## src/rtl/evg_heartbeat_gen.sv

```systemverilog
// Heartbeat and sequence-start generator for the event generator.
// Measures the revolution-marker period, divides markers into heartbeats and
// heartbeats into sequence starts, and free-runs at the last measured period
// (holdover) when markers stop arriving.
module evg_heartbeat_gen #(
  parameter int unsigned MARKER_PERIOD_WIDTH = 20,
  parameter int unsigned MARKER_TOLERANCE    = 16
) (
  input  logic                           evgTxClk,
  input  logic                           evgTxReset,
  input  logic                           evgEnable,
  input  logic                           evgMarker,
  input  logic [15:0]                    evgHeartbeatInterval,
  input  logic [7:0]                     evgSequenceDivisor,
  output logic                           evgHeartbeatRequest,
  output logic                           evgSequenceStart,
  output logic                           evgMarkerLocked,
  output logic                           evgHoldover,
  output logic [MARKER_PERIOD_WIDTH-1:0] evgMarkerPeriod,
  output logic [15:0]                    evgMissedMarkerCount
);

  localparam int unsigned PW = MARKER_PERIOD_WIDTH;

  localparam logic [1:0] StIdle     = 2'd0;
  localparam logic [1:0] StAcquire  = 2'd1;
  localparam logic [1:0] StLocked   = 2'd2;
  localparam logic [1:0] StHoldover = 2'd3;

  localparam logic [PW-1:0] SinceMax  = {PW{1'b1}};
  localparam logic [PW-1:0] PeriodOne = {{(PW-1){1'b0}}, 1'b1};
  localparam logic [PW:0]   Tolerance = (PW+1)'(MARKER_TOLERANCE);

  logic [1:0]    stateQ, stateD;
  logic [PW-1:0] sinceQ, sinceD;
  logic [PW-1:0] periodQ, periodD;
  logic [PW-1:0] holdCntQ, holdCntD;
  logic          acqSeenQ, acqSeenD;
  logic [15:0]   markerCountQ, markerCountD;
  logic [7:0]    hbCountQ, hbCountD;
  logic [15:0]   missedQ, missedD;
  logic          hbPulseQ, hbPulseD;
  logic          seqPulseQ, seqPulseD;

  logic [PW-1:0] sinceInc;
  logic          periodValid;
  logic          timeout;
  logic          tick;
  logic          synthTick;
  logic          hbFire;
  logic          seqFire;

  // Next-state logic: marker tracking FSM, tick generation and tick division.
  always_comb begin
    stateD       = stateQ;
    periodD      = periodQ;
    holdCntD     = holdCntQ;
    acqSeenD     = acqSeenQ;
    markerCountD = markerCountQ;
    hbCountD     = hbCountQ;
    missedD      = missedQ;
    tick         = 1'b0;
    synthTick    = 1'b0;
    hbFire       = 1'b0;
    seqFire      = 1'b0;

    sinceInc    = (sinceQ == SinceMax) ? sinceQ : sinceQ + PeriodOne;
    sinceD      = evgMarker ? '0 : sinceInc;
    // A saturated counter means the gap is too long to be a real period.
    periodValid = (sinceQ != SinceMax);
    timeout     = ({1'b0, sinceQ} == ({1'b0, periodQ} + Tolerance));

    if (!evgEnable || stateQ == StIdle) begin
      stateD       = evgEnable ? StAcquire : StIdle;
      sinceD       = '0;
      periodD      = '0;
      holdCntD     = '0;
      acqSeenD     = 1'b0;
      markerCountD = '0;
      hbCountD     = '0;
    end else begin
      case (stateQ)
        StAcquire: begin
          if (evgMarker) begin
            acqSeenD = 1'b1;
            if (acqSeenQ && periodValid) begin
              periodD = sinceQ + PeriodOne;
              stateD  = StLocked;
            end
          end
        end
        StLocked: begin
          // A real marker always beats a coincident timeout.
          if (evgMarker) begin
            if (periodValid) begin
              tick    = 1'b1;
              periodD = sinceQ + PeriodOne;
            end else begin
              stateD   = StAcquire;
              acqSeenD = 1'b1;
            end
          end else if (timeout) begin
            tick      = 1'b1;
            synthTick = 1'b1;
            holdCntD  = PeriodOne;
            stateD    = StHoldover;
          end
        end
        StHoldover: begin
          // The long gap is not a valid period, so the period is kept.
          if (evgMarker) begin
            tick   = 1'b1;
            stateD = StLocked;
          end else if (holdCntQ >= periodQ) begin
            tick      = 1'b1;
            synthTick = 1'b1;
            holdCntD  = PeriodOne;
          end else begin
            holdCntD = holdCntQ + PeriodOne;
          end
        end
        default: stateD = StIdle;
      endcase
    end

    // >= lets a reduced interval or divisor take effect on the next tick.
    if (tick) begin
      if (evgHeartbeatInterval != 16'd0 &&
          markerCountQ >= evgHeartbeatInterval - 16'd1) begin
        hbFire       = 1'b1;
        markerCountD = '0;
      end else begin
        markerCountD = markerCountQ + 16'd1;
      end
    end

    if (hbFire) begin
      if (evgSequenceDivisor != 8'd0 && hbCountQ >= evgSequenceDivisor - 8'd1) begin
        seqFire  = 1'b1;
        hbCountD = '0;
      end else begin
        hbCountD = hbCountQ + 8'd1;
      end
    end

    if (synthTick && missedQ != 16'hFFFF) begin
      missedD = missedQ + 16'd1;
    end

    hbPulseD  = hbFire;
    seqPulseD = seqFire;
  end

  // State and counter registers with synchronous active-high reset.
  always_ff @(posedge evgTxClk) begin
    if (evgTxReset) begin
      stateQ       <= StIdle;
      sinceQ       <= '0;
      periodQ      <= '0;
      holdCntQ     <= '0;
      acqSeenQ     <= 1'b0;
      markerCountQ <= '0;
      hbCountQ     <= '0;
      missedQ      <= '0;
      hbPulseQ     <= 1'b0;
      seqPulseQ    <= 1'b0;
    end else begin
      stateQ       <= stateD;
      sinceQ       <= sinceD;
      periodQ      <= periodD;
      holdCntQ     <= holdCntD;
      acqSeenQ     <= acqSeenD;
      markerCountQ <= markerCountD;
      hbCountQ     <= hbCountD;
      missedQ      <= missedD;
      hbPulseQ     <= hbPulseD;
      seqPulseQ    <= seqPulseD;
    end
  end

  assign evgHeartbeatRequest  = hbPulseQ;
  assign evgSequenceStart     = seqPulseQ;
  assign evgMarkerLocked      = (stateQ == StLocked);
  assign evgHoldover          = (stateQ == StHoldover);
  assign evgMarkerPeriod      = periodQ;
  assign evgMissedMarkerCount = missedQ;

endmodule

```

## config.mk

```make
export PLATFORM = sky130hd
export DESIGN_NAME = evg_heartbeat_gen
export DESIGN_NICKNAME = d
export VERILOG_FILES = /design/src/rtl/evg_heartbeat_gen.sv
export SDC_FILE = /design/constraint.sdc
export NUM_CORES = 1
export LEC_CHECK = 0
export ABC_AREA = 1
export CELL_PAD_IN_SITES_DETAIL_PLACEMENT = 1
export CELL_PAD_IN_SITES_GLOBAL_PLACEMENT = 2
export CORE_MARGIN = 5
export CORE_UTILIZATION = 36
export CTS_CLUSTER_DIAMETER = 30
export DETAILED_ROUTE_END_ITERATION = 7
export DONT_BUFFER_PORTS = 1
export GPL_ROUTABILITY_DRIVEN = 0
export PLACE_DENSITY_LB_ADDON = 0.25
export REMOVE_ABC_BUFFERS = 1
export SLEW_MARGIN = 30
export SYNTH_ARGS = -nofsm -noshare
export SYNTH_HDL_FRONTEND = slang
export SYNTH_SLANG_ARGS = --single-unit
```

## constraint.sdc

```tcl
create_clock -name evgTxClk -period 3.6 [get_ports evgTxClk]
set_input_delay 0.18 -clock evgTxClk [delete_from_list [all_inputs] [get_ports evgTxClk]]
set_output_delay 0.18 -clock evgTxClk [all_outputs]
set_load 0.01 [all_outputs]
```

* Word-level counts from Yosys, hierarchy flattened
Index checks and enable logic that the tools add are counted.
Word-level totals: bits in registers 105, latch bits 0, memory bits (writable) 0, ROM bits 0, input port bits 28, output and inout port bits 40, word-level logic and storage cells 105, memories 0
Cells by class: add/sub/neg operators 8, multiply operators 0, div/mod/pow operators 0, $lt $le $gt $ge 3, equality and inequality tests 20, shifts and indexed selects 0, mux-type cells 43, bitwise operators 1, reduce and logical (&&, ||, !) cells 20
Operators by type and width (number):
- $mux W20 | 8
- $pmux W20 S2 | 2
- $mux W16 | 3
- $add A20 B1 Y20 const B | 2
- $add A16 B1 Y16 const B | 2
- $mux W8 | 3
- $add A20 B5 Y21 const B | 1
- $eq A20 B21 Y1 | 1
- $eq A20 B20 Y1 const B | 1
- $ge A20 B20 Y1 | 1
- $ne A20 B20 Y1 const B | 1
- $ge A16 B16 Y1 | 1
- $mux W1 | 16
- $ne A16 B16 Y1 const B | 1
- $reduce_bool A16 Y1 | 1
- $sub A16 B1 Y16 const B | 1
- $mux W2 | 7
- $ne A2 B2 Y1 const B | 6
- $reduce_and A5 Y1 | 2
- $add A8 B1 Y8 const B | 1
- $ge A8 B8 Y1 | 1
- $reduce_and A4 Y1 | 2
- $reduce_bool A2 Y1 | 4
- $reduce_bool A8 Y1 | 1
- other kinds (17) | 26

* Depth between registers and ports, before layout
Gate-level depths: netlist (run 1).
depth in word-level cells 9, mapped depth 20, gate-level depth less buffers 20

* Worst setup path after synthesis (run 1)
Ideal clock, no wire load.
kind input to register, from input evgHeartbeatInterval[0], to register markerCountQ[10], setup time 0.070 ns, arrival time 2.872 ns, data required time 3.530 ns, path slack 0.657 ns, stages on the path 20, path buffers 1, cell sequence inv_1 nand2_1 nor3_1 nand3_1 nor3_1 inv_1 nor2_1 xor2_1 inv_1 ha_1 a21oi_1 o21ai_0 a21oi_1 nand3_1 nand2_2 clkinv_1 clkbuf_1 nor2_1 nand3_1 a21oi_1
On the way: longest elaborated chain between the ends 5, elaborated cells between the ends (all ways) 6, those cells by class add/sub: 1; order compare: 1; mux: 2; reduce/logical: 2
Ends and longest elaborated chain:
- from (decl) | RTL line 13 | input logic [15:0] evgHeartbeatInterval,
- $sub A16 B1 Y16 | RTL line 129 | markerCountQ >= evgHeartbeatInterval - 16'd1) begin
- $ge A16 B16 Y1 | RTL line 129
- $logic_and A1 B1 Y1 * | RTL line 128 | if (evgHeartbeatInterval != 16'd0 &&
- $mux W16 * | RTL line 128
- $mux W16 * | RTL line 127 | if (tick) begin
- to (signal assigned) | RTL line 173 | markerCountQ <= markerCountD;
- to (decl) | RTL line 39 | logic [15:0] markerCountQ, markerCountD;
Mark *: on every way between the ends. The rest lies on a longest branch, timed or not. A chain may end at the register's enable or synchronous reset.

* Worst setup path after layout (run 1)
from input evgHeartbeatInterval[0], to register markerCountQ[3]
Same word-level chain as after synthesis.

==> results of run 1 <==
==> cell type report <==
class | count | share of cell area
multi-input combinational | 878 | 0.591
sequential | 105 | 0.250
inverter | 150 | 0.0674
tap | 275 | 0.0410
clock buffer | 10 | 0.0285
timing repair buffer | 15 | 0.0149
clock inverter | 5 | 0.00745
==> cell families after synthesis <==
| family | after synthesis | synth area share |
|---|---|---|
| and+or+nand+nor | 555 | 0.328 |
| AOI/OAI and AO/OA | 185 | 0.127 |
| xor gates and xnor gates | 85 | 0.0955 |
| buffers and inverters | 180 | 0.0958 |
| adders and majority gates | 53 | 0.0850 |
| DFF | 105 | 0.270 |
==> power groups by stage <==
stage	Combinational, mW	Clock, mW	Sequential, mW
2_1_floorplan	0.0832	0	1.19
6_report	0.124	1.04	1.17
5_1_grt	0.142	1.11	1.17
4_1_cts	0.126	1.07	1.17
3_3_place_gp	0.113	0	1.19
3_5_place_dp	0.115	0	1.19
==> flip-flops by register name, summed over array words and instances (netlist names), 2 cells and up <==
signal,cells
holdCntQ,20
hbCountQ,8
markerCountQ,16
evgMarkerPeriod,20
sinceQ,20
stateQ,2
evgMissedMarkerCount,16
==> per-layer routing <==
metal	routed length (µm)	up-vias
met5	0	-
met4	192	0
met3	952	12
met2	10900	74
met1	10800	3461
li1	-	3813
==> what timing repair did <==
action / CTS / global route
hold buffers: 1 / 0
endpoints found under the hold margin: 39 / 0
setup endpoints to repair: 0 / 0
==> Yosys cell counts (2+ instances only) <==
master | count | share of area
inv_2 | 5 | 0.0024
xor2_1 | 61 | 0.069
o21ai_1 | 13 | 0.0083
nand2_2 | 6 | 0.0048
nand3b_1 | 9 | 0.0087
a31oi_1 | 2 | 0.0016
nand3_2 | 7 | 0.0090
nand2_1 | 214 | 0.10
nand3_1 | 87 | 0.056
nand4_1 | 34 | 0.027
clkbuf_1 | 16 | 0.0077
nor2_1 | 127 | 0.061
ha_1 | 53 | 0.085
a21oi_1 | 103 | 0.066
o21ai_0 | 49 | 0.031
clkinv_1 | 2 | 0.00096
nor3_2 | 2 | 0.0026
nor3_1 | 34 | 0.022
nor2_4 | 2 | 0.0029
nor4_1 | 10 | 0.0080
nand2_4 | 3 | 0.0043
o21bai_1 | 4 | 0.0039
xnor2_1 | 24 | 0.027
dfxtp_1 | 105 | 0.27
nor3b_1 | 4 | 0.0039
o21a_1 | 2 | 0.0019
o2111ai_1 | 2 | 0.0022
buf_4 | 3 | 0.0029
a21oi_2 | 4 | 0.0045
buf_2 | 4 | 0.0026
inv_1 | 142 | 0.068
buf_6 | 7 | 0.010
nor2_2 | 8 | 0.0064
or2_2 | 3 | 0.0024
==> per-stage QoR <==
stage / hold WS [ns] / instance area, µm²
floorplan: 0.249 / 7620
global route: 0.0413 / 8400
CTS: 0.0121 / 8400
finish: 0.0258 / 8400
global placement: 0.259 / 8080
detailed placement: 0.260 / 8080
==> worst min path at each step <==
stage / to / slack [ns]
global placement: markerCountQ[1] / 0.26
floorplan: evgMissedMarkerCount[10] / 0.25
global route: stateQ[0] / 0.04
CTS: stateQ[0] / 0.01
detailed placement: markerCountQ[1] / 0.26
finish: stateQ[0] / 0.03
==> metrics.md, run 1 <==
| Metric | Value |
|---|---|
| Sw power | `0.569 mW` |
| Root buf cell | `clkbuf_16` |
| Num Clock Sinks | `105` |
| Post-route setup slack | `0.560 ns` |
| Total power | `2.33 mW` |
| Dpl ws | `0.119 ns` |
| Pint | `1.77 mW` |
| Min-delay src | `evgEnable` |
| Via count | `7360` |
| Drt total wl | `22.8 mm` |
| Layout cells sized above 1 | `0.0662` |
| Initial antenna violation count | `0` |
| Largest net degree at the start of global routing | `40` |
| Worst-path clk slew | `0.07 ns` |
| Multi-input gate area | `4960 µm²` |
| Sw Ratio | `0.244` |
| Post-synth cell types | `46` |
| Pwr dens | `278 nW/µm²` |
| Post-DP HPWL | `18.0 mm` |
| Sequential Area | `2100 µm²` |
| Num ports | `68` |
| Syn Std Cell Area | `7800 µm²` |
| Critical path start-end classification | `input pin to register` |
| CP max stage cell | `ha_1` |
| Comb pwr share | `0.053` |
| Post-route DRC | `0` |
| Minimum clock period | `3.04 ns` |
| Post-synth top flop | `dfxtp_1` |
| Most Crowded Layer GR | `met2` |
| CP endpoint kind | `register` |
| GRT Util Overall | `0.186` |
| CTS Buf Count | `9` |
| Row cnt | `53` |
| Buffers & Inverters on Critical Path | `5` |
| Worst VDD drop | `0.000244 V` |
| GR Util met2 | `0.326` |
| Clock power frac | `0.447` |
| Post-CTS sizing | `0` |
| Met1 usage | `0.240` |
| Fin crit share | `0.844` |
| EDFF count, synth | `0` |
| Initial Utilization | `0.369` |
| Arr. time, crit path | `3.32 ns` |
| Max clock buf depth | `2` |
| CP Cell Sequence | `inv_1, nand2_1, nor3_1, nand3_1, nor3_1, inv_1, nor2_1, xor2_1, inv_1, ha_1, a21oi_1, o21ai_0, a21oi_1, nand3_1, nand2_2, clkinv_1, buf_4, nor2_1, nand3_1, a21oi_1` |
| CP Max Fanout | `12` |
| Fmax | `329 MHz` |
| Critical Path Start | `evgHeartbeatInterval[0]` |
| Area grow syn2layout | `7.67%` |
| Clock latency on the worst-skew pair | `0.36 ns` |
| Relative slew slack | `0.552` |
| RSZ-0062 raised after global routing | `no` |
| Flops & latches, synth | `105` |
| Worst-Margin Slew | `0.667 ns` |
| Vias in the first global route | `7481` |
| Post-route ant nets | `0` |
| Post-synthesis sequential area ratio | `0.270` |
| Status | `completed` |
| Startpoint types | `input pin` |
| Nets@finish | `1240` |
| Input/output buffers | `0` |
| Die Width | `157 µm` |
| R2r worst-path depth | `15` |
| Cell family contributing the most delay on the critical path | `simple AND/OR/NAND/NOR gates` |
| Dpl cells | `1422` |
| DR iter-0 viols | `268` |
| Leak | `3.27 nW` |
| WL/cell | `15.9 µm` |
| # setup viols final | `0` |
| Total negative slack | `0 ns` |
| Synth warn | `0` |
| Worst endpoint required time | `3.88 ns` |
| CTS tree | `done` |
| CTS H-tree depth | `3` |
| CP Depth | `20` |
| Commonest non-fill, non-tap cell in the layout | `nand2_1` |
| Reg2Reg Launch Point | `evgMarkerPeriod[7]` |
| Most frequent cells in the layout | `nand2_1 (214), inv_1 (142), nor2_1 (126)` |
| Post-Layout Cell Count | `1438` |
| Post-CTS setup buffers | `0` |
| Worst hold path class | `input pin to register` |
| Worst Hold Path Cells | `2` |
| Flop pwr share | `0.500` |
| R2r setup slk | `0.71 ns` |
| Post-layout util | `0.397` |
| Ant diodes | `0` |
| Crit-path max cell delay | `0.31 ns` |
| DIE HEIGHT | `157 µm` |
| Core Footprint | `21200 µm²` |
| Post-Syn Instances | `1163` |
| First-pass GRT wire length | `37.6 mm` |
| Worst flop-to-flop path endpoint | `hbCountQ[0]` |
| Filler Cell Count | `2757` |
| DRT Pass-1 Iters | `4` |
| Max-Cap Viols | `0` |
| Global route overflow | `0` |
| Critical path endpoint | `markerCountQ[3]` |
| Worst clock skew | `0.00992 ns` |
| Final Hold Viols | `0` |
| Ys async rst share | `0` |
| Fin. max-slew vios | `0` |
| Via/cell ratio | `5.12` |
| Die area | `24700 µm²` |
| Syn Area/Cell | `6.71 µm²` |
| Met3 usage | `0.0366` |
Note: power is estimated with default switching activity, not from simulation.
==> run 2, diff against run 1 <==
--- a/config.mk
+++ b/config.mk
@@ -5,11 +5,11 @@
 export SDC_FILE = /design/constraint.sdc
 export NUM_CORES = 1
 export LEC_CHECK = 0
-export ABC_AREA = 1
+export ABC_AREA = 0
 export CELL_PAD_IN_SITES_DETAIL_PLACEMENT = 1
 export CELL_PAD_IN_SITES_GLOBAL_PLACEMENT = 2
 export CORE_MARGIN = 5
-export CORE_UTILIZATION = 36
+export CORE_UTILIZATION = 35
 export CTS_CLUSTER_DIAMETER = 30
 export DETAILED_ROUTE_END_ITERATION = 7
 export DONT_BUFFER_PORTS = 1
==> constraint.sdc (replaced) <==
create_clock -name evgTxClk -period 2.75 [get_ports evgTxClk]
set_input_delay 0.1375 -clock evgTxClk [delete_from_list [all_inputs] [get_ports evgTxClk]]
set_output_delay 0.1375 -clock evgTxClk [all_outputs]
set_load 0.01 [all_outputs]
==> metrics.md, run 2 <==
| Metric | Value |
|---|---|
| Status | `finished with violations` |
| Failing checks | `setup timing` |
| Initial Utilization | `0.358 (-0.0109)` |
| Worst-path clk slew | `0.08 ns (about the same)` |
| Worst VDD drop | `0.000333 V (+37%)` |
| Post-Layout Cell Count | `1256 (-13%)` |
| Syn Std Cell Area | `6990 µm² (-10%)` |
| CP Max Fanout | `5 (-7)` |
| Startpoint types | `register` |
| Post-route ant nets | `0 (unchanged)` |
| Row cnt | `51 (-3.8%)` |
| DR iter-0 viols | `354 (+32%)` |
| Layout cells sized above 1 | `0.275 (+0.209)` |
| Clock latency on the worst-skew pair | `0.36 ns (about the same)` |
| Largest family of logic cells by synthesized area | `simple AND/OR/NAND/NOR gates` |
| Fmax | `345 MHz` |
| Synth warn | `0 (unchanged)` |
| Pwr dens | `321 nW/µm² (+15%)` |
| R2r setup slk | `-0.15 ns (-0.86 ns)` |
| Most frequent cells in the layout | `buf_4 (103), dfxtp_1 (96), nor2_1 (87)` |
| Dominant cells by area after synthesis | `dfxtp_1 (30%), ha_1 (9.5%), xnor2_1 (5.5%), a21oi_1 (5.3%), nor2_1 (4.8%)` |
| Drt total wl | `22.7 mm (-0.58%)` |
| Root buf cell | `clkbuf_16` |
| GRT Util Overall | `0.201 (+0.0153)` |
| Max-Cap Viols | `0 (unchanged)` |
| Post-Synth Adder-Cell Area | `0.0949 (+0.00990)` |
| Reg2Reg Launch Point | `evgMarkerPeriod[4]` |
| Nets@finish | `1067 (-14%)` |
| # setup viols final | `43 (+43)` |
| R2r worst-path depth | `11 (-4)` |
| Flops & latches, synth | `105 (unchanged)` |
| Ys async rst share | `0 (unchanged)` |
| Total negative slack | `-2.96 ns (-2.96 ns)` |
| CP endpoint kind | `register` |
| Ant diodes | `0 (unchanged)` |
| WHS Endpoint | `evgMissedMarkerCount[4]` |
| DRT Pass-1 Iters | `4 (unchanged)` |
| RSZ-0062 raised after global routing | `yes` |
| Leak | `3.40 nW (+3.9%)` |
| Final Hold Viols | `0 (unchanged)` |
| Core Footprint | `19500 µm² (-7.7%)` |
| Yosys top cell area share | `0.301 (+0.0314)` |
| Critical path start-end classification | `register to register` |
| Via count | `6879 (-6.5%)` |
| Vias in the first global route | `7397 (-1.1%)` |
| Worst flop-to-flop path endpoint | `markerCountQ[7]` |
| Num ports | `68 (unchanged)` |
| Mux share of post-synthesis cell area | `0.0217 (+0.0217)` |
| Synth Area in XOR/XNOR | `0.0802 (-0.0152)` |
| Worst clock skew | `0.0103 ns (+0.000425 ns)` |
| Most common cell in the synthesized netlist | `dfxtp_1` |
| Fin. max-slew vios | `0 (unchanged)` |
| Arr. time, crit path | `3.20 ns (-0.12 ns)` |
| Post-synth top cells | `dfxtp_1 (105), nor2_1 (89), a21oi_1 (74), nand2_1 (61), ha_1 (53)` |
| DIE HEIGHT | `151 µm (-3.8%)` |
| Cell Area, Placed | `8050 µm² (-0.31%)` |
| Relative slew slack | `0.481 (-0.0708)` |
| Fin crit share | `1.06` |
| Post-synth top flop | `dfxtp_1` |
| Initial antenna violation count | `0 (unchanged)` |
| Post-route DRC | `0 (unchanged)` |
| First-pass GRT wire length | `37.2 mm (-0.94%)` |
| Input/output buffers | `0 (unchanged)` |
| Post-Syn Instances | `876 (-25%)` |
| Post-synth top area cell | `dfxtp_1` |
| Die area | `22900 µm² (-7.4%)` |
| WL/cell | `18.1 µm (+14%)` |
| Global route overflow | `0 (unchanged)` |
| Max clock buf depth | `2 (unchanged)` |
| Worst-Margin Slew | `0.777 ns (+0.110 ns)` |
| CTS Buf Count | `9 (unchanged)` |
| Commonest non-fill, non-tap cell in the layout | `buf_4` |
| Min-delay src | `evgTxReset` |
| Post-synth cell types | `63 (+37%)` |
| Synth Area in Compound Gates | `0.182 (+0.0556)` |
| Post-Synth Simple-Gate Area | `0.277 (-0.0505)` |
| Minimum clock period | `2.90 ns` |
| Post-DP HPWL | `16.6 mm (-7.8%)` |
| Die Width | `151 µm (-3.8%)` |
| Post-synthesis sequential area ratio | `0.301 (+0.0314)` |
| Largest net degree at the start of global routing | `42 (+5.0%)` |
| Worst Hold Path Cells | `2 (unchanged)` |
| Worst hold path class | `input pin to register` |
| Num Clock Sinks | `105 (unchanged)` |
| Syn Area/Cell | `7.97 µm² (+19%)` |
| CTS H-tree depth | `3 (unchanged)` |
| Final Cell Area | `9350 µm² (+11%)` |
| Area grow syn2layout | `33.9%` |
| Worst endpoint required time | `3.05 ns (-0.83 ns)` |
| EDFF count, synth | `0 (unchanged)` |
| Dpl cells | `1215 (-15%)` |
| Post-route setup slack | `-0.152 ns (-0.713 ns)` |
| CTS tree | `done` |
| Via/cell ratio | `5.48 (+7.0%)` |
## run 2: changes by cell type in the layout (fill, tap and decap cells not counted), moves of 27 or more
cell,before,now
a21oi_1,103,52
buf_4,14,103
buf_6,0,27
inv_1,142,34
nand2_1,214,59
nand3_1,87,32
nor2_1,126,87
xor2_1,61,20
## run 2: through the flow
| stage | hold slack (ns) | worst slack (ns) | utilization | total power, mW |
|---|---|---|---|---|
| after CTS | 0.00372 | -0.197 | 0.459 | 3.04 |
| after global placement | 0.210 | -0.464 | 0.412 | 1.66 |
| after global routing | 0.0293 | -0.274 | 0.479 | 3.12 |
| after floorplan | 0.207 | -0.720 | - | 1.63 |
| final | 0.0135 | -0.152 | 0.479 | 3.00 |
| after detailed placement | 0.211 | -0.562 | 0.412 | 1.67 |
## run 2: cell families (layout without fill, tap and decap cells)
group	Yosys count	in the layout
fa+ha+maj	53	53
buf+inv	76	191
xor+xnor	64	64
compound gates	199	199
simple gates	366	366
mux	13	13
flops	105	105
## run 2: timing repair
item	4_1_cts	5_1_grt
hold buffers	2	0
cloned	2	2
setup buffers	13	6
setup endpoints to repair	62	62
pin swaps	55	35
gates resized for setup	104	68
hold endpoints to repair	8	0
## run 2: critical path, cell delays in order (launching register included)
cell       delay [ns]
dfxtp_4          0.36
ha_4             0.17
o21ba_1          0.16
a221o_1          0.38
a2111oi_4        0.33
o2111a_2         0.35
a41o_4           0.29
nand3_4          0.09
buf_6            0.14
buf_6            0.11
or3_4            0.32
a21oi_2          0.13
## run 2: area by class of cell
type	instances	area [µm²]
timing repair buffer	139	1250
multi-input combinational	695	5210
tap	265	332
inverter	36	140
clock buffer	9	225
fill	2321	10200
clock inverter	7	77.6
sequential	105	2120
## run 2: per-layer routing
metal,vias up,track usage,part of all wire
met5,-,0,0
met4,0,0.0558,0.013
met3,26,0.0431,0.039
met2,82,0.354,0.51
met1,3387,0.247,0.44
li1,3384,-,-
## run 2: worst max path at each step
| stage | from | endpoint | slack, ns |
|---|---|---|---|
| 6_report | evgMarkerPeriod[4] | markerCountQ[7] | -0.15 |
| 5_1_grt | evgMarkerPeriod[5] | evgMissedMarkerCount[5] | -0.27 |
| 4_1_cts | evgMarkerPeriod[4] | evgMissedMarkerCount[13] | -0.20 |
| 3_5_place_dp | evgHeartbeatInterval[4] | markerCountQ[10] | -0.56 |
| 3_3_place_gp | evgMarkerPeriod[5] | markerCountQ[10] | -0.46 |
| 2_1_floorplan | holdCntQ[0] | holdCntQ[18] | -0.72 |
## run 2: power by group
group	total (mW)	switching [mW]	internal, mW	leakage [nW]
Combinational	0.130	0.0686	0.0618	2.41
Clock	1.35	0.634	0.715	0.146
Sequential	1.52	0.00276	1.52	0.851
Total	3.00	0.705	2.29	3.40
==> run 3, diff against run 2 <==
--- a/config.mk
+++ b/config.mk
@@ -14,6 +14,7 @@
 export DETAILED_ROUTE_END_ITERATION = 7
 export DONT_BUFFER_PORTS = 1
 export GPL_ROUTABILITY_DRIVEN = 0
+export HOLD_SLACK_MARGIN = 0.03
 export PLACE_DENSITY_LB_ADDON = 0.25
 export REMOVE_ABC_BUFFERS = 1
 export SLEW_MARGIN = 30
==> metrics.md, run 3 (same netlist as run 2, synthesis figures left out) <==
| Metric | Value |
|---|---|
| DRT Pass-1 Iters | `4 (unchanged)` |
| Drt total wl | `22.9 mm (+0.70%)` |
| Post-route setup slack | `-0.151 ns (+0.000901 ns)` |
| Worst hold path class | `input pin to register` |
| Fmax | `345 MHz (about the same)` |
| Via count | `6894 (+0.22%)` |
| Row cnt | `51 (unchanged)` |
| GRT Util Overall | `0.202 (+0.000690)` |
| Fin. max-slew vios | `0 (unchanged)` |
| Minimum clock period | `2.90 ns (-0.000901 ns)` |
| Num Clock Sinks | `105 (unchanged)` |
| Cell family contributing the most delay on the critical path | `compound AO/OA/AOI/OAI gates` |
| Most common cell on crit path | `buf_6` |
| Root buf cell | `clkbuf_16` |
| Crit-path max cell delay | `0.38 ns (about the same)` |
| CP endpoint kind | `register` |
| Layout cells sized above 1 | `0.281 (+0.00549)` |
| Arr. time, crit path | `3.20 ns (about the same)` |
| Startpoint types | `register` |
| Worst-Margin Slew | `0.774 ns (-0.00280 ns)` |
| Core Footprint | `19500 µm² (unchanged)` |
| Ant diodes | `0 (unchanged)` |
| Relative slew slack | `0.483 (+0.00188)` |
| Post-DP HPWL | `16.6 mm (unchanged)` |
| Global route overflow | `0 (unchanged)` |
| CTS Buf Count | `9 (unchanged)` |
| First-pass GRT wire length | `37.3 mm (+0.26%)` |
| Final Hold Viols | `0 (unchanged)` |
| Area grow syn2layout | `34.4%` |
| Critical Path Start | `evgMarkerPeriod[4]` |
| Leak | `3.40 nW (-0.11%)` |
| # setup viols final | `45 (+4.7%)` |
| Input/output buffers | `0 (unchanged)` |
| CP Max Fanout | `5 (unchanged)` |
| Num ports | `68 (unchanged)` |
| Post-route ant nets | `0 (unchanged)` |
| Worst clock skew | `0.0113 ns (+0.000930 ns)` |
| Filler Cell Count | `2314 (-0.30%)` |
| Worst VDD drop | `0.000333 V (about the same)` |
| Dpl ws | `-0.562 ns (unchanged)` |
| Die area | `22900 µm² (unchanged)` |
| CTS tree | `done` |
| DIE HEIGHT | `151 µm (unchanged)` |
| Vias in the first global route | `7420 (+0.31%)` |
| Initial antenna violation count | `0 (unchanged)` |
| Initial Utilization | `0.358 (unchanged)` |
| Failing checks | `setup timing` |
| RSZ-0062 raised after global routing | `yes` |
| DR iter-0 viols | `332 (-6.2%)` |
| Clock latency on the worst-skew pair | `0.36 ns (about the same)` |
| Worst-path clk slew | `0.08 ns (about the same)` |
| Largest net degree at the start of global routing | `42 (unchanged)` |
| Reg2Reg Launch Point | `evgMarkerPeriod[4]` |
| Max-Cap Viols | `0 (unchanged)` |
| Critical path start-end classification | `register to register` |
| Post-route DRC | `0 (unchanged)` |
| Nets@finish | `1069 (+0.19%)` |
| Most frequent cells in the layout | `buf_4 (105), dfxtp_1 (94), nor2_1 (87)` |
| Die Width | `151 µm (unchanged)` |
| Total power | `3.01 mW (+0.19%)` |
| Buffers & Inverters on Critical Path | `2 (unchanged)` |
| Status | `finished with violations` |
| Min-delay src | `evgTxReset` |
| Worst endpoint required time | `3.05 ns (about the same)` |
| Max clock buf depth | `2 (unchanged)` |
| WL/cell | `18.2 µm (+0.54%)` |
| CP Cell Sequence | `ha_4, o21ba_1, a221o_1, a2111oi_4, o2111a_2, a41o_4, nand3_4, buf_6, buf_6, or3_4, a21oi_2` |
| Fin crit share | `1.06 (about the same)` |
| Pwr dens | `320 nW/µm² (-0.19%)` |
| CTS H-tree depth | `3 (unchanged)` |
| CP max stage cell | `a221o_1` |
| Via/cell ratio | `5.48 (about the same)` |
| Commonest non-fill, non-tap cell in the layout | `buf_4` |
[run 3: metrics by stage]
step	area, µm²	utilization	instances	hold slack (ns)	setup TNS, ns
2_1_floorplan	6820	-	836	0.207	-32.04
3_3_place_gp	8050	0.412	1215	0.210	-15.88
6_report	9390	0.481	1258	0.0434	-3.09
5_1_grt	9390	0.481	1258	0.0539	-9.79
4_1_cts	8980	0.460	1249	0.0327	-5.92
3_5_place_dp	8050	0.412	1215	0.211	-20.98
[run 3: what timing repair did]
item,CTS,global route
endpoints found under the hold margin,18,0
endpoints found under the setup margin,62,62
resized for setup,104,71
cloned,2,2
hold buffers,3,0
pin swaps,55,37
buffers inserted,13,7
[run 3: where the power goes]
part           internal, mW  total [mW]  switching [mW]
registers              1.52        1.52         0.00275
clock network         0.715        1.35           0.634
logic                0.0635       0.135          0.0719
[run 3: cell type report]
class,instances,area (µm²),area share
Clock buffer,9,225,0.0240
Clock inverter,7,77.6,0.00826
Inverter,36,140,0.0149
Multi-Input combinational cell,695,5230,0.557
Sequential cell,105,2120,0.226
Tap cell,265,332,0.0353
Timing Repair Buffer,141,1260,0.135
[run 3: per-layer routing]
metal,routed length [µm],share of wire,track usage,vias to the layer above
met1,9940,0.44,0.247,3386
li1,-,-,-,3384
met3,959,0.042,0.0437,27
met5,0,0,0,-
met4,336,0.015,0.0589,0
met2,11600,0.51,0.354,97
[run 3: final timing paths]
check / endpoint / slack, ns / cells past startpoint
max: markerCountQ[7] / -0.15 / 11
min: evgMissedMarkerCount[9] / 0.04 / 2
max reg2reg: markerCountQ[7] / -0.15 / 11
min reg2reg: hbCountQ[7] / 0.51 / 2
